File: config.mk
export PLATFORM = sky130hd
export DESIGN_NAME = sim_btn_stim
export DESIGN_NICKNAME = d
export VERILOG_FILES = /design/src/rtl/sim_btn_stim.sv
export SDC_FILE = /design/constraint.sdc
export NUM_CORES = 1
export LEC_CHECK = 0
export BUFFER_PORTS_ARGS = -buffer_cell sky130_fd_sc_hd__buf_2
export CAP_MARGIN = 0
export CORE_MARGIN = 4
export CORE_UTILIZATION = 45
export DETAILED_ROUTE_END_ITERATION = 8
export GPL_TIMING_DRIVEN = 1
export PLACE_DENSITY = 0.65
export SLEW_MARGIN = 25
export SYNTH_ARGS = -nofsm -noshare
export SYNTH_HDL_FRONTEND = slang
export SYNTH_SLANG_ARGS = --single-unit
export TNS_END_PERCENT = 5
File: constraint.sdc
create_clock -name clk -period 6.1 [get_ports clk]
set_input_delay 0.915 -clock clk [delete_from_list [all_inputs] [get_ports clk]]
set_output_delay 0.915 -clock clk [all_outputs]
set_load 0.02 [all_outputs]
File: src/rtl/sim_btn_stim.sv
`timescale 1ns/1ps
// sim_btn_stim: plays queued button scripts (mask, bounce, hold) onto active-low lines, with a sticky cycle watchdog
module sim_btn_stim #(
   parameter int BTN_COUNT      = 6,
   parameter int HOLD_W         = 16,
   parameter int FIFO_DEPTH     = 8,
   parameter int BOUNCE_PERIOD  = 4,
   parameter int GAP_CYCLES     = 16,
   parameter int TIMEOUT_CYCLES = 5000
) (
   input  logic                        clk,
   input  logic                        rst,
   input  logic                        cmd_valid,
   output logic                        cmd_ready,
   input  logic [BTN_COUNT-1:0]        cmd_mask,
   input  logic [3:0]                  cmd_bounce,
   input  logic [HOLD_W-1:0]           cmd_hold,
   output logic [BTN_COUNT-1:0]        btn_n,
   output logic                        busy,
   output logic                        done,
   output logic                        timeout,
   output logic [$clog2(FIFO_DEPTH):0] fifo_level
);
   localparam int AW = $clog2(FIFO_DEPTH);
   localparam int LW = AW + 1;
   localparam int EW = BTN_COUNT + 4 + HOLD_W;
   localparam int BW = $clog2(BOUNCE_PERIOD + 1);
   localparam int GW = $clog2(GAP_CYCLES + 1);
   localparam int WW = $clog2(TIMEOUT_CYCLES + 1);
   localparam logic [BW-1:0] BP_LOAD  = BW'(BOUNCE_PERIOD - 1);
   localparam logic [GW-1:0] GAP_LOAD = GW'(GAP_CYCLES - 1);
   localparam logic [WW-1:0] WD_MAX   = WW'(TIMEOUT_CYCLES - 1);

   typedef enum logic [2:0] {IDLE, PRESS, HOLD, RELEASE, GAP} state_t;

   state_t               state_q, state_d;
   logic [EW-1:0]        mem_q [FIFO_DEPTH];
   logic [EW-1:0]        mem_d [FIFO_DEPTH];
   logic [AW:0]          wr_q, wr_d, rd_q, rd_d;
   logic [BTN_COUNT-1:0] mask_q, mask_d, btn_n_q, btn_n_d;
   logic [3:0]           n_q, n_d;
   logic [4:0]           seg_q, seg_d;
   logic [BW-1:0]        bp_q, bp_d;
   logic [HOLD_W-1:0]    hold_q, hold_d;
   logic [GW-1:0]        gap_q, gap_d;
   logic [WW-1:0]        wd_q, wd_d;
   logic                 timeout_q, timeout_d, done_q, done_d;
   logic [EW-1:0]        head;
   logic [BTN_COUNT-1:0] h_mask;
   logic [3:0]           h_n;
   logic [HOLD_W-1:0]    h_hold;
   logic                 full, empty, push, pop, pressed;

   assign fifo_level = wr_q - rd_q;
   assign full       = fifo_level == LW'(FIFO_DEPTH);
   assign empty      = fifo_level == '0;
   assign cmd_ready  = !full && !timeout_q;
   assign push       = cmd_valid && cmd_ready;
   assign pop        = (state_q == IDLE) && !empty && !timeout_q;
   assign head       = mem_q[rd_q[AW-1:0]];
   assign h_mask     = head[EW-1 -: BTN_COUNT];
   assign h_n        = head[HOLD_W +: 4];
   assign h_hold     = head[HOLD_W-1:0];
   assign btn_n      = btn_n_q;
   assign done       = done_q;
   assign timeout    = timeout_q;
   assign busy       = !timeout_q && ((state_q != IDLE) || !empty);

   // Watchdog saturates one below the limit; reaching it latches timeout for good
   always_comb begin
      wd_d      = (wd_q == WD_MAX) ? wd_q : wd_q + WW'(1);
      timeout_d = timeout_q || (wd_d == WD_MAX);
   end

   // Queue storage and pointers; the timeout edge flushes everything queued
   always_comb begin
      mem_d = mem_q;
      if (push)
         mem_d[wr_q[AW-1:0]] = {cmd_mask, cmd_bounce, cmd_hold};
      wr_d = timeout_d ? '0 : wr_q + LW'(push);
      rd_d = timeout_d ? '0 : rd_q + LW'(pop);
   end

   // Next-state logic: segment counter runs 2N-1..0, bounce counter paces each segment
   always_comb begin
      state_d = state_q;
      mask_d  = mask_q;
      n_d     = n_q;
      seg_d   = seg_q;
      bp_d    = bp_q;
      hold_d  = hold_q;
      gap_d   = gap_q;
      case (state_q)
         IDLE:
            if (pop) begin
               state_d = (h_n == 4'd0) ? HOLD : PRESS;
               mask_d  = h_mask;
               n_d     = h_n;
               seg_d   = {h_n, 1'b0} - 5'd1;
               bp_d    = BP_LOAD;
               hold_d  = (h_hold == '0) ? '0 : h_hold - HOLD_W'(1);
            end
         PRESS, RELEASE:
            if (bp_q != '0)
               bp_d = bp_q - BW'(1);
            else begin
               bp_d = BP_LOAD;
               if (seg_q != 5'd0)
                  seg_d = seg_q - 5'd1;
               else begin
                  state_d = (state_q == PRESS) ? HOLD : GAP;
                  gap_d   = GAP_LOAD;
               end
            end
         HOLD:
            if (hold_q != '0)
               hold_d = hold_q - HOLD_W'(1);
            else begin
               state_d = (n_q == 4'd0) ? GAP : RELEASE;
               seg_d   = {n_q, 1'b0} - 5'd1;
               bp_d    = BP_LOAD;
               gap_d   = GAP_LOAD;
            end
         GAP:
            if (gap_q != '0)
               gap_d = gap_q - GW'(1);
            else
               state_d = IDLE;
         default: state_d = IDLE;
      endcase
      if (timeout_d)
         state_d = IDLE;
   end

   // Output decode: odd segment index is the first segment, pressed in PRESS, released in RELEASE
   always_comb begin
      pressed = (state_q == HOLD) || (state_q == PRESS && seg_q[0]) || (state_q == RELEASE && !seg_q[0]);
      btn_n_d = (pressed && !timeout_d) ? ~mask_q : '1;
      done_d  = (state_q == GAP) && (gap_q == '0) && !timeout_d;
   end

   // State, counters and registered outputs
   always_ff @(posedge clk) begin
      if (rst) begin
         state_q <= IDLE;
         mask_q  <= '0;
         n_q     <= '0;
         seg_q   <= '0;
         bp_q    <= '0;
         hold_q  <= '0;
         gap_q   <= '0;
         btn_n_q <= '1;
         done_q  <= 1'b0;
      end else begin
         state_q <= state_d;
         mask_q  <= mask_d;
         n_q     <= n_d;
         seg_q   <= seg_d;
         bp_q    <= bp_d;
         hold_q  <= hold_d;
         gap_q   <= gap_d;
         btn_n_q <= btn_n_d;
         done_q  <= done_d;
      end
   end

   // Queue pointers and watchdog
   always_ff @(posedge clk) begin
      if (rst) begin
         wr_q      <= '0;
         rd_q      <= '0;
         wd_q      <= '0;
         timeout_q <= 1'b0;
      end else begin
         wr_q      <= wr_d;
         rd_q      <= rd_d;
         wd_q      <= wd_d;
         timeout_q <= timeout_d;
      end
   end

   // Queue storage needs no reset; pointers define validity
   always_ff @(posedge clk) begin
      mem_q <= mem_d;
   end
endmodule

* After elaboration in Yosys (flattened, before gate mapping)
Cells that the tools add are included. Widths: inputs -> output; s select.
Operators by class: reduce and logical (&&, ||, !) cells 43, mux-type cells 34, multipliers 0, $add $sub $neg 11, bitwise operators 4, magnitude comparators 3, div/mod/pow operators 0, equality and inequality tests 15, shifts and indexed selects 0
Operators by type and width (count):
- $bwmux 208 | 1
- $bmux 26 s3 | 1
- $demux 26 s3 | 1
- $mux 26 | 3
- $mux 16 | 3
- $mux 5 | 8
- $pmux 16 s2 | 1
- $sub 16x1->16 const B | 2
- $mux 3 | 10
- $pmux 5 s3 | 2
- $eq 13x13->1 const B | 2
- $sub 5x1->5 const B | 4
- $logic_not 16->1 | 1
- $ne 2x2->1 const B | 8
- $reduce_bool 16->1 | 1
- $reduce_and 5->1 | 3
- $add 13x1->13 const B | 1
- $mux 13 | 1
- $logic_not 4->1 | 3
- $pmux 3 s4 | 1
- $reduce_bool 3->1 | 4
- $logic_and 1x1->1 | 11
- $reduce_bool 5->1 | 2
- $pmux 3 s3 | 1
- other kinds (21) | 35
Word-level totals: bits of input ports 29, output and inout bits 14, register bits after elaboration 279, memory bits (read-only) 0, memory bits (writable) 0, latch bits 0, memories kept 0, logic and storage cells 131

* Longest topological paths before layout
Gate-level depths: netlist of the first run.
depth after elaboration 8, gate-level depth with buffers 16, mapped depth without buffers 12

* Least setup slack after synthesis of the first run
Ideal clock, no wire load.
kind register to register, from register rd_q[1], to register mem_q[156] (netlist bit) (enable), path buffers 2, setup time 0.441 ns, period minus slack after synthesis 4.939 ns, arrival time 4.498 ns, required time 5.659 ns, cell stages (with the launch flop) 12, setup slack 1.161 ns, cells stage by stage dfxtp_1 -> buf_2 -> inv_4 -> buf_2 -> ha_1 -> nor2b_1 -> o21ai_0 -> nand2_1 -> xnor2_1 -> a21oi_1 -> nand3_1 -> nor3_1
Between the ends: longest elaborated chain between the ends 5
RTL lines:
- from (decl) | line 39 | logic [AW:0] wr_q, wr_d, rd_q, rd_d;
- from (signal assigned) | line 176 | rd_q <= rd_d;
- $sub 4x4->4 | line 54 | assign fifo_level = wr_q - rd_q;
- net fifo_level[3] | line 22 | output logic [$clog2(FIFO_DEPTH):0] fifo_level
- $eq 4x4->1 | line 55 | assign full = fifo_level == LW'(FIFO_DEPTH);
- $logic_not 1->1 | line 57 | assign cmd_ready = !full && !timeout_q;
- $logic_and 1x1->1 | line 57
- net cmd_ready | line 14 | output logic cmd_ready,
- $logic_and 1x1->1 | line 58 | assign push = cmd_valid && cmd_ready;
- to (signal assigned) | line 184 | mem_q <= mem_d;
- to (decl) | line 37 | logic [EW-1:0] mem_q [FIFO_DEPTH];
The timed path passes the listed nets, and every way through them passes these cells. A chain may end at the register's enable or synchronous reset.

* Final worst setup path of the first run
from register rd_q[2], to output busy
Between the ends: longest elaborated chain between the ends 5
RTL lines:
- $sub 4x4->4 | line 54
- $logic_not 4->1 | line 56 | assign empty = fifo_level == '0;
- $logic_not 1->1 | line 67 | assign busy = !timeout_q && ((state_q != IDLE) || !empty);
- $logic_or 1x1->1 | line 67
- $logic_and 1x1->1 | line 67
- to (decl) | line 19 | output logic busy,
No other way between the ends.

==> summary.md, run 1 <==
| Metric | Value |
|---|---|
| Worst setup SP type | `flop` |
| WL final | `24000 µm` |
| Vias in the first global route | `6948` |
| Port Buffers | `42` |
| Max Clock Skew | `0.01539 ns` |
| Gp weighted congestion | `0.7974` |
| Sink Count | `279` |
| Critical path type | `reg -> out` |
| Yosys warning count | `0` |
| Unique masters post-synth | `72` |
| Row count | `59` |
| PostCTS Resize Cnt | `0` |
| Setup TNS | `0 ns` |
| Reg area | `0.007672 mm²` |
| Max Cap Viol | `0` |
| RR Startpoint | `rd_q[2]$_SDFF_PP0_` |
| Final Slew Violations | `0` |
| Die Ht | `172.5 µm` |
| Drt first-iter violations | `428` |
| Ant. Diodes | `0` |
| Vias | `7012` |
| Global route total overflow | `0` |
| R2R depth | `9` |
| Post-route ant nets | `0` |
| Critical Path AT | `3.34 ns` |
| H-Tree Depth | `1` |
| Max FO, Critical Path | `45` |
| CTS Hold Bufs | `0` |
| Area delta synth->final | `12.64%` |
| Total CTS buffers | `29` |
| Dpl cell area | `0.01274 mm²` |
| Number of flops mapped to enable cells by yosys | `208` |
| Ys async rst share | `0%` |
| Routed length per placed instance | `19.29 µm` |
| Post-synth net total | `886` |
| Slew HR | `38.45%` |
| Filler cell count | `2179` |
| Mapped Cells | `837` |
| GRT Total Usage | `16.56%` |
| Post-CTS Setup Bufs | `0` |
| DRC violations left | `0` |
| FF+latch count, synth | `279` |
| Final period util | `69.83%` |
| Final hold violations | `0` |
| # IOs | `43` |
| Register area share after synthesis | `62.97%` |
| Reg2reg end | `mem_q[27]$_DFFE_PP_` |
| Post-DP HPWL | `15310 µm` |
| Lkg Pwr | `0.004619 µW` |
| Multi-input logic area | `0.004269 mm²` |
| Hold Path Class | `reg -> reg` |
| Run status | `complete, no violations` |
| Crit. Startpoint | `rd_q[2]$_SDFF_PP0_` |
| Peak VDD IR | `0.2916 mV` |
| Avg Vias per Cell | `5.637` |
| Flop2flop setup slack | `2.16 ns` |
| Layout cell share with drive strength beyond 1 | `21.78%` |
| Worst setup EP type | `output pin` |
| Die W | `172.5 µm` |
| Syn avg cell area | `14.55 µm²` |
| Max Clk Rate | `234.8 MHz` |
| Worst-Margin Slew | `0.9210 ns` |
| Syn Std Cell Area | `0.01218 mm²` |
| Initial antenna violation count | `2` |
| Final min period | `4.260 ns` |
| Initial core utilization | `46.20%` |
| HP Start | `mask_q[2]$_SDFFE_PP0P_` |
| TritonRoute pass-1 iters | `4` |
| RSZ-0062 raised after global routing | `false` |
| P per Cell Area | `467.2 mW/mm²` |
| Final setup fails | `0` |
| Largest net degree at the start of global routing | `47` |
| First-pass GRT wire length | `38900 µm` |
| Die area | `0.02975 mm²` |
| Reg clk slew, reported paths | `0.06 ns` |
| Ys flop type | `edfxtp_1` |
| Core area | `0.02635 mm²` |
| CP Capture Point | `busy` |
| Clk_lat worst skew | `0.55 ns` |
| Clk buf depth | `3` |
| Design area | `0.01371 mm²` |
| CTS Root Cell | `clkbuf_16` |
| Data required time of the worst path | `5.18 ns` |
| CTS tree | `built` |
| Final nets | `935` |
[critical path: stages, from the launching register on]
cell and delay, ns:
dfxtp_2 0.31, buf_4 0.52, inv_1 0.41, ha_1 0.41, xor2_1 0.17, or3_1 0.31
a211o_1 0.28, nand2_1 0.09, a21oi_1 0.10, buf_2 0.18
[worst min-delay path by stage]
stage                                     end  slack, ns  depth (start not counted)
after detailed placement  btn_n[2]$_SDFF_PP1_       0.38                          1
final                     btn_n[2]$_SDFF_PP1_       0.38                          1
after global placement    btn_n[4]$_SDFF_PP1_       0.38                          1
after global routing      btn_n[2]$_SDFF_PP1_       0.40                          1
after floorplan           btn_n[0]$_SDFF_PP1_       0.36                          1
after CTS                 btn_n[2]$_SDFF_PP1_       0.38                          1
[flip-flops by register name (all words and copies together) (netlist names), 5 cells and up]
| signal | count |
|---|---|
| btn_n | 6 |
| gap_q | 5 |
| hold_q | 16 |
| mask_q | 6 |
| mem_q | 208 |
| seg_q | 5 |
| wd_q | 13 |
[synth_stat cells, types with 4 or more instances]
master / instances / area, µm²
a22oi_1: 4 / 30.03
nor3_1: 21 / 105.1
edfxtp_1: 208 / 6246
clkbuf_1: 16 / 60.06
mux2i_4: 5 / 112.6
and3_1: 12 / 75.07
dfxtp_1: 71 / 1421
nand3_1: 22 / 110.1
o22ai_1: 4 / 25.02
ha_1: 19 / 237.7
nand4_1: 4 / 25.02
o21a_1: 5 / 37.54
nand2b_1: 10 / 62.56
xnor2_1: 27 / 236.5
nor4_1: 6 / 37.54
or3_1: 7 / 43.79
a31oi_1: 5 / 31.28
xor2_1: 14 / 122.6
buf_6: 4 / 45.04
buf_2: 10 / 50.05
and2_1: 4 / 25.02
o21ai_0: 26 / 130.1
mux2i_1: 21 / 210.2
mux4_2: 50 / 1126
a21oi_1: 27 / 135.1
nand2_1: 55 / 206.5
nor2b_1: 6 / 37.54
a211oi_1: 10 / 75.07
a311oi_1: 9 / 78.83
mux2i_2: 4 / 55.05
nor2_1: 62 / 232.7
inv_1: 24 / 90.09
[report_power, final]
group          leakage (µW)  switching (µW)  internal [µW]
clock              0.000472             720           1040
combinational       0.00168            1260            866
sequential          0.00247             200           2330
total               0.00462            2170           4230
[kinds of logic after synthesis]
logic type	count (synthesis)	share of synthesized area, %
and+or+nand+nor	235	10.11
xor gates and xnor gates	41	2.949
DFF	279	62.97
adders and majority gates	20	2.117
buffers and inverters	60	2.312
muxes	83	12.66
AOI/OAI and AO/OA	119	6.875
[metal layers]
metal | GRT usage [%] | share of wire, %
met1 | 24.23 | 46
met2 | 26.00 | 46
met3 | 2.789 | 5.4
met4 | 4.306 | 2.2
met5 | 0 | 0.11
[area by class of cell]
type / instances / area share (%)
Timing Repair Buffer: 53 / 2.135
Clock buffer: 30 / 5.319
Tap cell: 335 / 3.056
Inverter: 25 / 0.7025
Sequential cell: 279 / 55.94
Clock inverter: 24 / 1.715
Multi-Input combinational cell: 498 / 31.13
[layout by cell type (no fill, tap or decap), drive strengths merged, types with 5 or more instances in the layout]
master / instances
mux4: 50
clkinv: 15
nor3: 24
or3: 7
xnor2: 27
inv: 26
a311oi: 9
and3: 12
nand2: 56
ha: 19
o21ai: 29
a21oi: 28
nand2b: 10
and2: 5
xor2: 14
clkbuf: 30
nor2b: 6
a31oi: 5
buf: 53
o21a: 5
a211oi: 10
dfxtp: 71
mux2i: 30
nand4: 5
nand3: 23
edfxtp: 208
nor4: 10
a221oi: 5
nor2: 62
[stage by stage]
step	power, µW	setup WS [ns]	util, %	instances	hold WS (ns)
global route	6811	1.638	52.04	1244	0.3963
CTS	6473	1.791	52.01	1244	0.3819
floorplan	4164	1.161	-	837	0.3583
global placement	4659	2.260	48.35	1190	0.3762
finish	6408	1.840	52.04	1244	0.3805
detailed placement	4694	2.120	48.35	1190	0.3751
No activity file was read; power rests on OpenSTA's default activity.
==> inputs of run 2 (changes only) <==
==> constraint.sdc (replaced) <==
create_clock -name clk -period 4.3 [get_ports clk]
set_input_delay 0.645 -clock clk [delete_from_list [all_inputs] [get_ports clk]]
set_output_delay 0.645 -clock clk [all_outputs]
set_load 0.02 [all_outputs]
==> summary.md, run 2 (synthesis gave the netlist of run 1 again) <==
| Metric | Value |
|---|---|
| Post-route ant nets | `0 (unchanged)` |
| Routed length per placed instance | `19.34 µm (+0.26%)` |
| TritonRoute pass-1 iters | `5 (+1)` |
| Setup WS post-layout | `0.9514 ns (-0.8890 ns)` |
| RSZ-0062 raised after global routing | `false` |
| Slew HR | `51.86% (+13 points)` |
| Commonest non-fill, non-tap cell in the layout | `edfxtp_1` |
| Pint | `6225 µW (+47%)` |
| Final Power | `9318 µW (+45%)` |
| Final setup fails | `0 (unchanged)` |
| Global route total overflow | `0 (unchanged)` |
| Reg clk slew, reported paths | `0.06 ns (about the same)` |
| Worst setup EP type | `flop` |
| Initial antenna violation count | `3 (+1)` |
| Multi-input logic area | `0.004268 mm² (about the same)` |
| Final nets | `940 (+0.53%)` |
| WL final | `24160 µm (+0.66%)` |
| Run status | `complete, no violations` |
| Initial core utilization | `46.20% (unchanged)` |
| Final Slew Violations | `0 (unchanged)` |
| Reg power frac | `37.6% (-1.8 points)` |
| Filler cell count | `2119 (-2.8%)` |
| Sink Count | `279 (unchanged)` |
| Post-DP HPWL | `14970 µm (-2.2%)` |
| Area delta synth->final | `13.69%` |
| PostCTS Resize Cnt | `0 (unchanged)` |
| GRT Total Usage | `16.44% (-0.13 points)` |
| Hold Path Class | `in -> reg` |
| Reg area | `0.007672 mm² (unchanged)` |
| Final hold violations | `0 (unchanged)` |
| Place WS | `1.024 ns (-1.096 ns)` |
| Ant. Diodes | `0 (unchanged)` |
| Max Cap Viol | `0 (unchanged)` |
| Worst setup SP type | `flop` |
| P per Cell Area | `673.1 mW/mm² (+44%)` |
| Largest Register | `mem_q` |
| Setup TNS | `0 ns (unchanged)` |
| Data required time of the worst path | `4.78 ns (-0.40 ns)` |
| Critical Path AT | `3.83 ns (+0.49 ns)` |
| Vias | `7008 (-0.057%)` |
| Die Ht | `172.5 µm (unchanged)` |
| First-pass GRT wire length | `38720 µm (-0.46%)` |
| Total CTS buffers | `29 (unchanged)` |
| Layout cell share with drive strength beyond 1 | `22.10% (+0.32 points)` |
| Max FO, Critical Path | `11 (-76%)` |
| Lkg Pwr | `0.004684 µW (+1.4%)` |
| Critical path type | `reg -> reg` |
| Max Clock Skew | `0.01741 ns (+0.002021 ns)` |
| Largest net degree at the start of global routing | `55 (+17%)` |
| Most frequent cells in the layout | `edfxtp_1 (208), dfxtp_1 (69), nor2_1 (56), nand2_1 (55), mux4_2 (50)` |
| Final min period | `3.349 ns` |
| Port Buffers | `42 (unchanged)` |
| Largest register FFs | `208 (unchanged)` |
| Peak VDD IR | `0.3816 mV (+31%)` |
| Avg Vias per Cell | `5.611 (-0.46%)` |
| Final period util | `77.87%` |
| Worst-Margin Slew | `0.7167 ns (-0.2044 ns)` |
| Clk_lat worst skew | `0.56 ns (about the same)` |
| Sw Ratio | `33.19% (-0.75 points)` |
| Core area | `0.02635 mm² (unchanged)` |
| Die W | `172.5 µm (unchanged)` |
| # IOs | `43 (unchanged)` |
| Drt first-iter violations | `412 (-3.7%)` |
| H-Tree Depth | `1 (unchanged)` |
| Switching power | `3092 µW (+42%)` |
| Gp weighted congestion | `0.7745 (-2.9%)` |
| Die area | `0.02975 mm² (unchanged)` |
| DRC violations left | `0 (unchanged)` |
| Dpl cell area | `0.01280 mm² (+0.44%)` |
| CTS Root Cell | `clkbuf_16` |
| Post-CTS Setup Bufs | `0 (unchanged)` |
| Clk buf depth | `3 (unchanged)` |
| Vias in the first global route | `6883 (-0.94%)` |
| Clock power frac | `29.0% (+1.5 points)` |
| Row count | `59 (unchanged)` |
| Biggest regs | `mem_q: 208 flops, hold_q: 16 flops, wd_q: 13 flops` |
| Max Clk Rate | `298.6 MHz` |
| CTS Hold Bufs | `0 (unchanged)` |
| Design area | `0.01384 mm² (+0.93%)` |
| CTS tree | `built` |
| Combinational fraction of design power | `33.3% (+0.2 points)` |
==> run 2: cell types whose count changed in the layout (fill, tap and decap cells not counted), sizes merged <==
cell      delta
buf          +5
clkinv       -4
bufinv       +3
clkbuf       +2
clkinvlp     -2
inv          +1
==> run 2: layout make-up <==
| class | count | share of cell area, % |
|---|---|---|
| Clock inverter | 22 | 2.215 |
| Inverter | 25 | 0.6960 |
| Timing Repair Buffer | 58 | 2.477 |
| Sequential cell | 279 | 55.43 |
| Tap cell | 335 | 3.028 |
| Clock buffer | 32 | 5.324 |
| Multi-Input combinational cell | 498 | 30.83 |
==> run 2: power by group through the flow <==
stage	Clock (µW)	Sequential (µW)	Combinational [µW]
detailed placement	0	3560	3120
CTS	2770	3510	3130
finish	2700	3510	3110
floorplan	0	3500	2410
global route	2880	3550	3440
global placement	0	3550	3080
==> run 2: layer usage <==
layer  GRT usage [%]  part of all wire, %  up-vias
met5               0                 0.12        -
met4           3.725                  2.4        6
met3           2.904                  4.6       54
met2           26.42                   47      144
met1           23.63                   46     3471
li1                -                    -     3333
==> run 2: path summary, 6_finish.rpt <==
check	from	endpoint	slack [ns]	cells past startpoint
setup / recovery	wd_q[0]$_SDFF_PP0_	btn_n[2]$_SDFF_PP1_	0.95	8
hold / removal	cmd_hold[2]	mem_q[54]$_DFFE_PP_	0.35	1
setup reg to reg	wd_q[0]$_SDFF_PP0_	btn_n[2]$_SDFF_PP1_	0.95	8
hold reg to reg	mask_q[4]$_SDFFE_PP0P_	btn_n[4]$_SDFF_PP1_	0.38	1
==> run 2: critical path, stage by stage (launching register included) <==
cell and delay (ns):
dfxtp_1 0.43, ha_1 0.40, nand4_1 0.35, nor3_2 0.39, mux2_2 0.37, mux2_2 0.30, o41ai_4 0.65, nor3_1 0.27
nand2_1 0.14
==> run 2: metrics by stage <==
stage | hold slack (ns) | instances | util, %
after floorplan | 0.3583 | 837 | -
after global placement | 0.3715 | 1195 | 48.56
after detailed placement | 0.3720 | 1195 | 48.56
after CTS | 0.3307 | 1249 | 52.52
after global routing | 0.3422 | 1249 | 52.52
final | 0.3542 | 1249 | 52.52
==> inputs of run 3 (changes only) <==
==> constraint.sdc (replaced) <==
create_clock -name clk -period 3.3 [get_ports clk]
set_input_delay 0.495 -clock clk [delete_from_list [all_inputs] [get_ports clk]]
set_output_delay 0.495 -clock clk [all_outputs]
set_load 0.02 [all_outputs]
==> summary.md, run 3 (synthesis gave the netlist of run 1 again) <==
| Metric | Value |
|---|---|
| CTS Hold Bufs | `0 (unchanged)` |
| Global route total overflow | `0 (unchanged)` |
| Die W | `172.5 µm (unchanged)` |
| Clock power frac | `26.2% (-2.8 points)` |
| CTS Root Cell | `clkbuf_16` |
| Commonest non-fill, non-tap cell in the layout | `edfxtp_1` |
| Flop2flop setup slack | `0.34 ns (-0.61 ns)` |
| Initial core utilization | `46.20% (unchanged)` |
| Die area | `0.02975 mm² (unchanged)` |
| Worst-path cell chain | `inv_4 -> ha_4 -> inv_1 -> fa_2 -> xor2_4 -> or3_1 -> a211o_1 -> nand2_1 -> a21oi_2 -> buf_6` |
| Final nets | `964 (+2.6%)` |
| Max Cap Viol | `0 (unchanged)` |
| Post-route ant nets | `0 (unchanged)` |
| Crit path buf inv count | `3 (+3)` |
| Final Slew Violations | `0 (unchanged)` |
| Biggest regs | `mem_q: 208 flops, hold_q: 16 flops, wd_q: 13 flops` |
| Final Power | `12150 µW (+30%)` |
| Switching power | `4136 µW (+34%)` |
| Reg clk slew, reported paths | `0.06 ns (about the same)` |
| Final min period | `3.182 ns` |
| DRC violations left | `0 (unchanged)` |
| Reg power frac | `37.6% (about the same)` |
| H-Tree Depth | `1 (unchanged)` |
| Vias in the first global route | `7157 (+4.0%)` |
| Port Buffers | `42 (unchanged)` |
| Sw Ratio | `34.03% (+0.84 points)` |
| Avg Vias per Cell | `5.561 (-0.89%)` |
| CTS tree | `built` |
| Combinational fraction of design power | `36.2% (+2.9 points)` |
| Setup TNS | `0 ns (unchanged)` |
| Vias | `7079 (+1.0%)` |
| Slowest stage delay, CP | `0.40 ns (-0.25 ns)` |
| Critical Path AT | `2.69 ns (-1.14 ns)` |
| Final setup fails | `0 (unchanged)` |
| Worst setup SP type | `flop` |
| Peak VDD IR | `0.5396 mV (+41%)` |
| CP max stage cell | `fa_2` |
| Critical path type | `reg -> out` |
| Min Hold Slack | `0.2088 ns (-0.1454 ns)` |
| Hold Path Class | `in -> reg` |
| Core area | `0.02635 mm² (unchanged)` |
| Final hold violations | `0 (unchanged)` |
| Post-DP HPWL | `16180 µm (+8.1%)` |
| Sink Count | `279 (unchanged)` |
| Largest net degree at the start of global routing | `45 (-18%)` |
| Layout cell share with drive strength beyond 1 | `24.52% (+2.4 points)` |
| Run status | `complete, no violations` |
| Most frequent cells in the layout | `edfxtp_1 (208), dfxtp_1 (68), nor2_1 (56), nand2_1 (54), mux4_2 (50)` |
| Clk buf depth | `3 (unchanged)` |
| Initial antenna violation count | `2 (-1)` |
| RSZ-0062 raised after global routing | `false` |
| Largest register FFs | `208 (unchanged)` |
| Gp weighted congestion | `0.8211 (+6.0%)` |
| GRT Total Usage | `17.17% (+0.74 points)` |
| Cell family with most CP delay | `adder cells` |
| Final period util | `96.42%` |
| Slew HR | `46.25% (-5.6 points)` |
| Ant. Diodes | `0 (unchanged)` |
| WL final | `24740 µm (+2.4%)` |
| First-pass GRT wire length | `40040 µm (+3.4%)` |
| Routed length per placed instance | `19.44 µm (+0.48%)` |
| Clk_lat worst skew | `0.55 ns (about the same)` |
| Worst-Margin Slew | `0.8001 ns (+0.08349 ns)` |
| # IOs | `43 (unchanged)` |
| Max Clock Skew | `0.01064 ns (-0.006771 ns)` |
| P per Cell Area | `862.3 mW/mm² (+28%)` |
| Area delta synth->final | `15.76%` |
| Max Clk Rate | `314.3 MHz` |
| Drt first-iter violations | `318 (-23%)` |
| Row count | `59 (unchanged)` |
| Largest Register | `mem_q` |
| TritonRoute pass-1 iters | `5 (unchanged)` |
| Die Ht | `172.5 µm (unchanged)` |
| Max FO, Critical Path | `3 (-8)` |
| Worst setup EP type | `output pin` |
| Data required time of the worst path | `2.80 ns (-1.98 ns)` |
| Pint | `8018 µW (+29%)` |
| Lkg Pwr | `0.004776 µW (+2.0%)` |
| Total CTS buffers | `29 (unchanged)` |
==> run 3: changes by cell type in the layout (fill, tap and decap cells not counted), sizes merged <==
cell / delta
clkbuf: +3
clkinvlp: -1
buf: +24
clkinv: +2
bufinv: -4
==> run 3: path summary, 6_finish.rpt <==
kind              depth (start not counted)                    from               endpoint
setup / recovery                         10      wr_q[0]$_SDFF_PP0_                   busy
hold / removal                            1           cmd_bounce[0]   mem_q[198]$_DFFE_PP_
setup reg to reg                         11      wr_q[0]$_SDFF_PP0_  seg_q[2]$_SDFFE_PP0P_
hold reg to reg                           1  mask_q[1]$_SDFFE_PP0P_    btn_n[1]$_SDFF_PP1_
==> run 3: what timing repair did <==
item                                    CTS  global route
hold endpoints to repair                  0             0
endpoints found under the setup margin    1             1
pin swaps                                 0             3
gates cloned                              0             0
setup buffers                             0             3
resized for setup                         1             9
==> run 3: area by class of cell <==
class | count | area, µm²
Tap cell | 335 | 419.2
Clock buffer | 35 | 748.2
Multi-Input combinational cell | 498 | 4410
Inverter | 25 | 101.3
Clock inverter | 19 | 185.2
Timing Repair Buffer | 82 | 554.3
Sequential cell | 279 | 7676
Fill cell | 2152 | 12260
==> run 3: per-layer routing <==
| metal | GRT usage, % | wire (µm) | up-vias |
|---|---|---|---|
| li1 | - | - | 3385 |
| met1 | 23.95 | 10950 | 3498 |
| met2 | 28.50 | 11980 | 151 |
| met3 | 3.064 | 1314 | 41 |
| met4 | 3.725 | 472 | 4 |
| met5 | 0 | 20 | - |
==> run 3: power groups by stage <==
stage / combinational, µW / sequential (µW) / clock (µW)
finish: 4400 / 4570 / 3180
global route: 4890 / 4630 / 3440
CTS: 4370 / 4570 / 3260
detailed placement: 4350 / 4640 / 0
global placement: 4290 / 4630 / 0
floorplan: 3300 / 4560 / 0
==> run 3: stage by stage <==
step / cell area (µm²) / utilization [%] / std cells / setup WS (ns)
3_3_place_gp: 13110 / 49.73 / 1216 / 0.3261
6_report: 14090 / 53.48 / 1273 / 0.1181
4_1_cts: 14040 / 53.27 / 1270 / 0.02265
5_1_grt: 14090 / 53.48 / 1273 / 0.003358
3_5_place_dp: 13110 / 49.73 / 1216 / 0.2856
2_1_floorplan: 12350 / - / 837 / 0.002355
